File: src/rtl/mul_tree_pkg.sv
// Shared types and helpers for the pipelined shift-and-add multiplier.
// Tree depth, default latency and the per-transaction operand mode.
package mul_tree_pkg;

  typedef enum logic {
    MUL_UNSIGNED = 1'b0,
    MUL_SIGNED   = 1'b1
  } mul_mode_e;

  function automatic int tree_levels(input int width);
    return $clog2(width);
  endfunction

  localparam int DEF_WIDTH = 8;
  // One partial-product stage followed by one register per tree level
  localparam int LAT       = 1 + tree_levels(DEF_WIDTH);

endpackage

File: src/rtl/mul_tree_add_stage.sv
// One registered level of the adder tree: sums adjacent pairs of its inputs.
// Valid and tag ride along; the whole stage holds when the pipe is stalled.
module mul_tree_add_stage import mul_tree_pkg::*; #(
  parameter int W2    = 16,
  parameter int N_IN  = 8,
  parameter int TAG_W = 4
) (
  input  logic                          clk,
  input  logic                          rst_n,
  input  logic                          advance,
  input  logic                          vld_in,
  input  logic [TAG_W-1:0]              tag_in,
  input  logic [N_IN-1:0][W2-1:0]       sum_in,
  output logic                          vld_out,
  output logic [TAG_W-1:0]              tag_out,
  output logic [N_IN/2-1:0][W2-1:0]     sum_out
);

  always_ff @(posedge clk) begin
    if (!rst_n) begin
      vld_out <= 1'b0;
      tag_out <= '0;
      sum_out <= '0;
    end else if (advance) begin
      vld_out <= vld_in;
      tag_out <= tag_in;
      // Carries out of the MSB drop naturally: result is mod 2^W2
      for (int j = 0; j < N_IN/2; j++)
        sum_out[j] <= sum_in[2*j] + sum_in[2*j+1];
    end
  end

endmodule

File: src/rtl/mul_tree_pipe.sv
// Pipelined shift-and-add multiplier: registered partial products feeding a
// registered binary adder tree, with valid/ready and a per-transaction sign mode.
module mul_tree_pipe import mul_tree_pkg::*; #(
  parameter int WIDTH = 8,
  parameter int TAG_W = 4
) (
  input  logic                 clk,
  input  logic                 rst_n,
  input  logic                 in_valid,
  output logic                 in_ready,
  input  logic                 in_signed,
  input  logic [WIDTH-1:0]     multiplicand,
  input  logic [WIDTH-1:0]     multiplier,
  input  logic [TAG_W-1:0]     in_tag,
  output logic                 out_valid,
  input  logic                 out_ready,
  output logic [2*WIDTH-1:0]   product,
  output logic [TAG_W-1:0]     out_tag
);

  localparam int W2     = 2*WIDTH;
  localparam int LEVELS = tree_levels(WIDTH);

  logic                     advance;
  logic [LEVELS:0]          vld_pipe;
  logic                     vld_s0;
  logic [TAG_W-1:0]         tag_s0;
  logic [WIDTH-1:0][W2-1:0] pp_d, pp_q;
  logic [W2-1:0]            a_ext;
  mul_mode_e                mode;

  // A stage may only move when the output slot is empty or being drained
  assign advance  = !out_valid | out_ready;
  assign in_ready = advance;

  assign mode  = mul_mode_e'(in_signed);
  assign a_ext = (mode == MUL_SIGNED) ? {{WIDTH{multiplicand[WIDTH-1]}}, multiplicand}
                                      : {{WIDTH{1'b0}}, multiplicand};

  always_comb begin
    pp_d = '0;
    for (int i = 0; i < WIDTH; i++)
      if (multiplier[i]) pp_d[i] = a_ext << i;
    // The multiplier MSB carries weight -2^(WIDTH-1) in two's complement
    if (mode == MUL_SIGNED) pp_d[WIDTH-1] = -pp_d[WIDTH-1];
  end

  always_ff @(posedge clk) begin
    if (!rst_n) begin
      vld_s0 <= 1'b0;
      tag_s0 <= '0;
      pp_q   <= '0;
    end else if (advance) begin
      vld_s0 <= in_valid;
      tag_s0 <= in_tag;
      pp_q   <= pp_d;
    end
  end

  assign vld_pipe[0] = vld_s0;

  for (genvar l = 0; l < LEVELS; l++) begin : g_lvl
    localparam int N_IN = WIDTH >> l;
    logic                      vld;
    logic [TAG_W-1:0]          tag;
    logic [N_IN/2-1:0][W2-1:0] sum;

    if (l == 0) begin : g_first
      mul_tree_add_stage #(.W2(W2), .N_IN(N_IN), .TAG_W(TAG_W)) u_stage (
        .clk     (clk),
        .rst_n   (rst_n),
        .advance (advance),
        .vld_in  (vld_s0),
        .tag_in  (tag_s0),
        .sum_in  (pp_q),
        .vld_out (vld),
        .tag_out (tag),
        .sum_out (sum)
      );
    end else begin : g_next
      mul_tree_add_stage #(.W2(W2), .N_IN(N_IN), .TAG_W(TAG_W)) u_stage (
        .clk     (clk),
        .rst_n   (rst_n),
        .advance (advance),
        .vld_in  (g_lvl[l-1].vld),
        .tag_in  (g_lvl[l-1].tag),
        .sum_in  (g_lvl[l-1].sum),
        .vld_out (vld),
        .tag_out (tag),
        .sum_out (sum)
      );
    end

    assign vld_pipe[l+1] = vld;
  end

  assign out_valid = vld_pipe[LEVELS];
  assign product   = g_lvl[LEVELS-1].sum[0];
  assign out_tag   = g_lvl[LEVELS-1].tag;

endmodule

File: config.mk
export PLATFORM = sky130hd
export DESIGN_NAME = mul_tree_pipe
export DESIGN_NICKNAME = d
export VERILOG_FILES = /design/src/rtl/mul_tree_pkg.sv /design/src/rtl/mul_tree_add_stage.sv /design/src/rtl/mul_tree_pipe.sv
export SDC_FILE = /design/constraint.sdc
export NUM_CORES = 1
export LEC_CHECK = 0
export BUFFER_PORTS_ARGS = -buffer_cell sky130_fd_sc_hd__buf_2
export CORE_UTILIZATION = 30
export DETAILED_ROUTE_END_ITERATION = 12
export PLACE_DENSITY_LB_ADDON = 0.3
export SLEW_MARGIN = 15
export SYNTH_ARGS = -nofsm -noshare
export SYNTH_HDL_FRONTEND = slang
export SYNTH_SLANG_ARGS = --single-unit
File: constraint.sdc
create_clock -name clk -period 2.7 [get_ports clk]
set_input_delay 0.27 -clock clk [delete_from_list [all_inputs] [get_ports clk]]
set_output_delay 0.27 -clock clk [all_outputs]
set_load 0.01 [all_outputs]
==> results.md <==
- The run finished with clean final reports.
- The flop and latch count out of synthesis is 188.
- The final layout contains routed wiring with a total length of 22,500 um.
- The placer's final routability congestion estimate is 0.788.
- The setup check on the worst reg-to-reg path leaves a slack of 0.55 ns.
- Across all layers, the routed design uses 7,690 vias.
- The reg-to-reg endpoint is g_lvl[2].g_next.u_stage.sum_out[14]$_SDFFE_PN0P_.
- In this run, flip-flops and latches consume 47.1% of the power.
- The horizontal extent of the die is 179 um.
- The area growth from synthesis to layout is 12.2%.
- The CTS tree is built.
- The first global-routing pass estimated 37,000 um of wire.
- Combinational logic burns 11.1% of the power.
- After detailed routing, the average wire length per cell comes to 14.4 um.
- Tracing the worst setup path back leads to its startpoint at g_lvl[1].g_next.u_stage.sum_out[4]$_SDFFE_PN0P_.
- Yosys mapped the design onto 58 distinct sky130hd cell types.
- The clock reaches the later pin of the worst-skew pair after 0.43 ns.
- Synthesis handed over a netlist of 1,156 instances.
- Yosys printed 0 warnings.
- The type of element capturing the critical path is a flip-flop.
- Setup repair after global routing left no endpoint under its margin.
- The effective utilization at floorplan is 30.5%.
- Buffers added to address setup during post-CTS repair amount to 0.
- Once detail routing completed, the nets flagged for antenna violations numbered 0.
- The total placed cells including tap cells is 1,530.
- The number of pins with negative max-slew slack in the final report is 0.
- The worst register-to-register path has a depth of 9.
- Setup total negative slack on the finished layout was measured at 0 ns.
- The start-to-end type of the worst setup path is flip-flop to flip-flop.
- The count of buffers inserted at the top-level ports is 46.
- The clock tree buffer depth is 2.
- The number of synthesized flops with an enable pin is 0.
- Of the post-synthesis cell area, the dominant cell type holds 40.2%.
- In this run the tightest slew margin relative to its limit is 46.7%.
- The placed instances occupy a cell area of 0.00987 sq mm.
- Following the worst setup path forward leads to its endpoint at g_lvl[2].g_next.u_stage.sum_out[14]$_SDFFE_PN0P_.
- The maximum number of pins on one net before global-route repair is 158.
- The most used flip-flop cell after synthesis is dfxtp_1.
- The initialized floorplan defines 64 standard-cell rows.
- The most repeated cell in the gate-level netlist after synthesis is nand2_1.
- The total global-route track usage is 14.7%.
- The final hold violation count is 0.
- For this run, design rule violations remaining after detail routing come to 0.
- Final hold analysis gives a worst-case slack of 0.0764 ns.
- Across the run, the number of max-cap violations was 0.
- Based on the critical path, the design can be clocked at up to 465 MHz.
- The cell leakage power is 0.00425 uW.
- In the post-synthesis netlist, the biggest area contributors are dfxtp_1, ha_1, a21oi_1, nand2_1, nand3_1.
- Clock-pin slew was measured on the worst setup and hold paths at 0.07 ns.
- Of the total power, the share spent switching nets is 26.5%.
- The synthesized cell area is 0.00936 sq mm.
- The number of nets in the synthesized netlist is 1,257.
- The number of global-route vias before repair is 7,083.
- Setup violations remaining at the end of the flow were counted as 0.
- The die covers 0.0319 sq mm.
- The number of antenna violations at the first check in global routing was 0.
- Summing all non-filler instances in the final layout gives an area of 0.0105 sq mm.
- Pin placement for this block handled 47 I/O pins.
- The fraction of registers with async set/reset is 0%.
- Power spread over the standard cell area amounts to 609 mW/mm^2.
- Dividing the synthesized area by the synthesized cell count gives 8.10 sq um.
- The number of hold-repair buffers added at the cts stage is 0.
- Data on the critical path is required at its endpoint by 3.03 ns.
- The internal power summed over all cells is 4710 uW.
- The floorplan step set the die height to 179 um.
- Ranked by instance count, the synthesized netlist is headed by nand2_1, dfxtp_1, a21oi_1.
- The via count normalized by instance count is 4.92.
- The maximum VDD drop is 0.365 mV.
- Of the available clock period, the critical path in the final layout requires 79.6%.
- The tree built by TritonCTS fans out to 188 sinks.
- Of all nets on the critical path, the largest fanout is 3.
- The first-iteration detailed-routing DRC count is 378.
- In the final design database the tool counted 1,254 nets.
- The dominant cell type by area after synthesis is dfxtp_1.
- The power dissipated by switching net loads is 1700 uW.
- The class of the most critical hold timing path is primary input to flip-flop.
- The number of cells in the finished layout apart from fillers is 1,562.
- The total area inside the core boundary comes to 0.0307 sq mm.
- The wire-length estimate of the detail-placed layout is 15,500 um.
- Across the routed clock network, the largest skew measured is 0.00873 ns.
- The TritonCTS buffer count is 17.
- The total inserted antenna cells is 0.
- The H-tree generated during clock tree synthesis spans 4 levels.
- The fraction of final layout cells sized beyond drive strength 1 is 8.23%.
- The launch instance of the worst register-to-register path is g_lvl[1].g_next.u_stage.sum_out[4]$_SDFFE_PN0P_.
- The post-cts gate resize count is 0.
- The post-layout minimum cycle time is 2.15 ns.
- Per report_power, the clock group accounts for 41.8% of the total.
- The worst setup path is launched from a flip-flop.
- For the pin with the worst max-slew slack, the measured transition is 0.797 ns.
- For this run, the detailed router's first-pass iteration total came to 4.
- The library cell used as clock root buffer is clkbuf_16.
- Of the synthesized area, sequential elements account for 40.2%.
- After global routing the overflow that remains totals 0.
- The arrival time reported for the critical path endpoint is 2.48 ns.
routing by layer:
metal  global-route usage (%)  wire [um]
met3                     2.64        723
met1                     20.7      11500
met4                     3.78        233
met5                        0          0
met2                     22.8      10100
per-stage QoR:
stage	total power (uW)	util (%)	setup WS [ns]
6_report	6400	34.2	0.550
5_1_grt	6700	34.2	0.342
4_1_cts	6470	34.2	0.541
3_5_place_dp	3800	32.2	0.557
3_3_place_gp	3790	32.2	0.569
2_1_floorplan	3580	-	0.670
worst min path at each step:
stage | from | to | slack, ns | cells after the start
final | in_tag[3] | tag_s0[3]$_SDFFE_PN0P_ | 0.08 | 3
after global routing | in_tag[3] | tag_s0[3]$_SDFFE_PN0P_ | 0.07 | 3
after CTS | in_tag[3] | tag_s0[3]$_SDFFE_PN0P_ | 0.06 | 3
after detailed placement | g_lvl[2].g_next.u_stage.tag_out[2]$_SDFFE_PN0P_ | g_lvl[2].g_next.u_stage.tag_out[2]$_SDFFE_PN0P_ | 0.44 | 2
after global placement | g_lvl[2].g_next.u_stage.tag_out[3]$_SDFFE_PN0P_ | g_lvl[2].g_next.u_stage.tag_out[3]$_SDFFE_PN0P_ | 0.44 | 2
after floorplan | in_tag[0] | tag_s0[0]$_SDFFE_PN0P_ | 0.41 | 2
power groups by stage:
stage	Clock [uW]	Sequential, uW	Combinational [uW]
after floorplan	0	3060	521
after global placement	0	3080	712
after detailed placement	0	3080	715
after CTS	2730	3020	723
after global routing	2860	3030	808
final	2670	3010	713
area by class of cell:
| type | count | area, sq um |
|---|---|---|
| inverters | 29 | 116 |
| well taps | 396 | 495 |
| repair buffers | 54 | 328 |
| multi-input cells | 863 | 5170 |
| flip-flops and latches | 188 | 3760 |
| clock buffers | 17 | 425 |
| clock inverters | 15 | 203 |
| fillers | 3223 | 20200 |
sequential cells by signal, summed over array words and instances, names as in the netlist:
register,count
tag_s0,4
g_lvl.g_first.u_stage.vld_out,1
g_lvl.g_first.u_stage.sum_out,52
vld_s0,1
g_lvl.g_next.u_stage.tag_out,8
pp_q,72
g_lvl.g_first.u_stage.tag_out,4
g_lvl.g_next.u_stage.vld_out,2
g_lvl.g_next.u_stage.sum_out,44
cell usage in the layout, fill, tap and decap left out, types with 9 or more instances in the layout:
cell / n
nand3_1: 77
nor2_1: 63
ha_1: 69
xnor2_1: 30
a211oi_1: 25
clkbuf_16: 17
nand2_1: 209
o21a_1: 12
buf_2: 46
dfxtp_1: 188
a21o_1: 9
a21oi_1: 165
nand2b_1: 15
inv_1: 27
o21ai_1: 30
o21ai_0: 42
xor2_1: 23
critical path, stage by stage, from the launching register on:
cell and delay, ns:
dfxtp_1 0.34, ha_1 0.19, inv_1 0.06, fa_1 0.37
nand2b_1 0.20, a21oi_2 0.19, o21ai_2 0.10, o31a_1 0.30
mux2i_1 0.12, a31o_1 0.18
cell families after synthesis:
family                   Yosys count  synth area share [%]
buffers and inverters            105                  4.54
flip-flops                       188                  40.2
XOR/XNOR                          53                  4.96
adder cells (fa/ha/maj)           76                  10.7
multiplexers                       1                 0.107
AND/OR/NAND/NOR                  398                  18.4
AO/OA/AOI/OAI                    335                  21.1
Power figures use the tool's default switching activity.
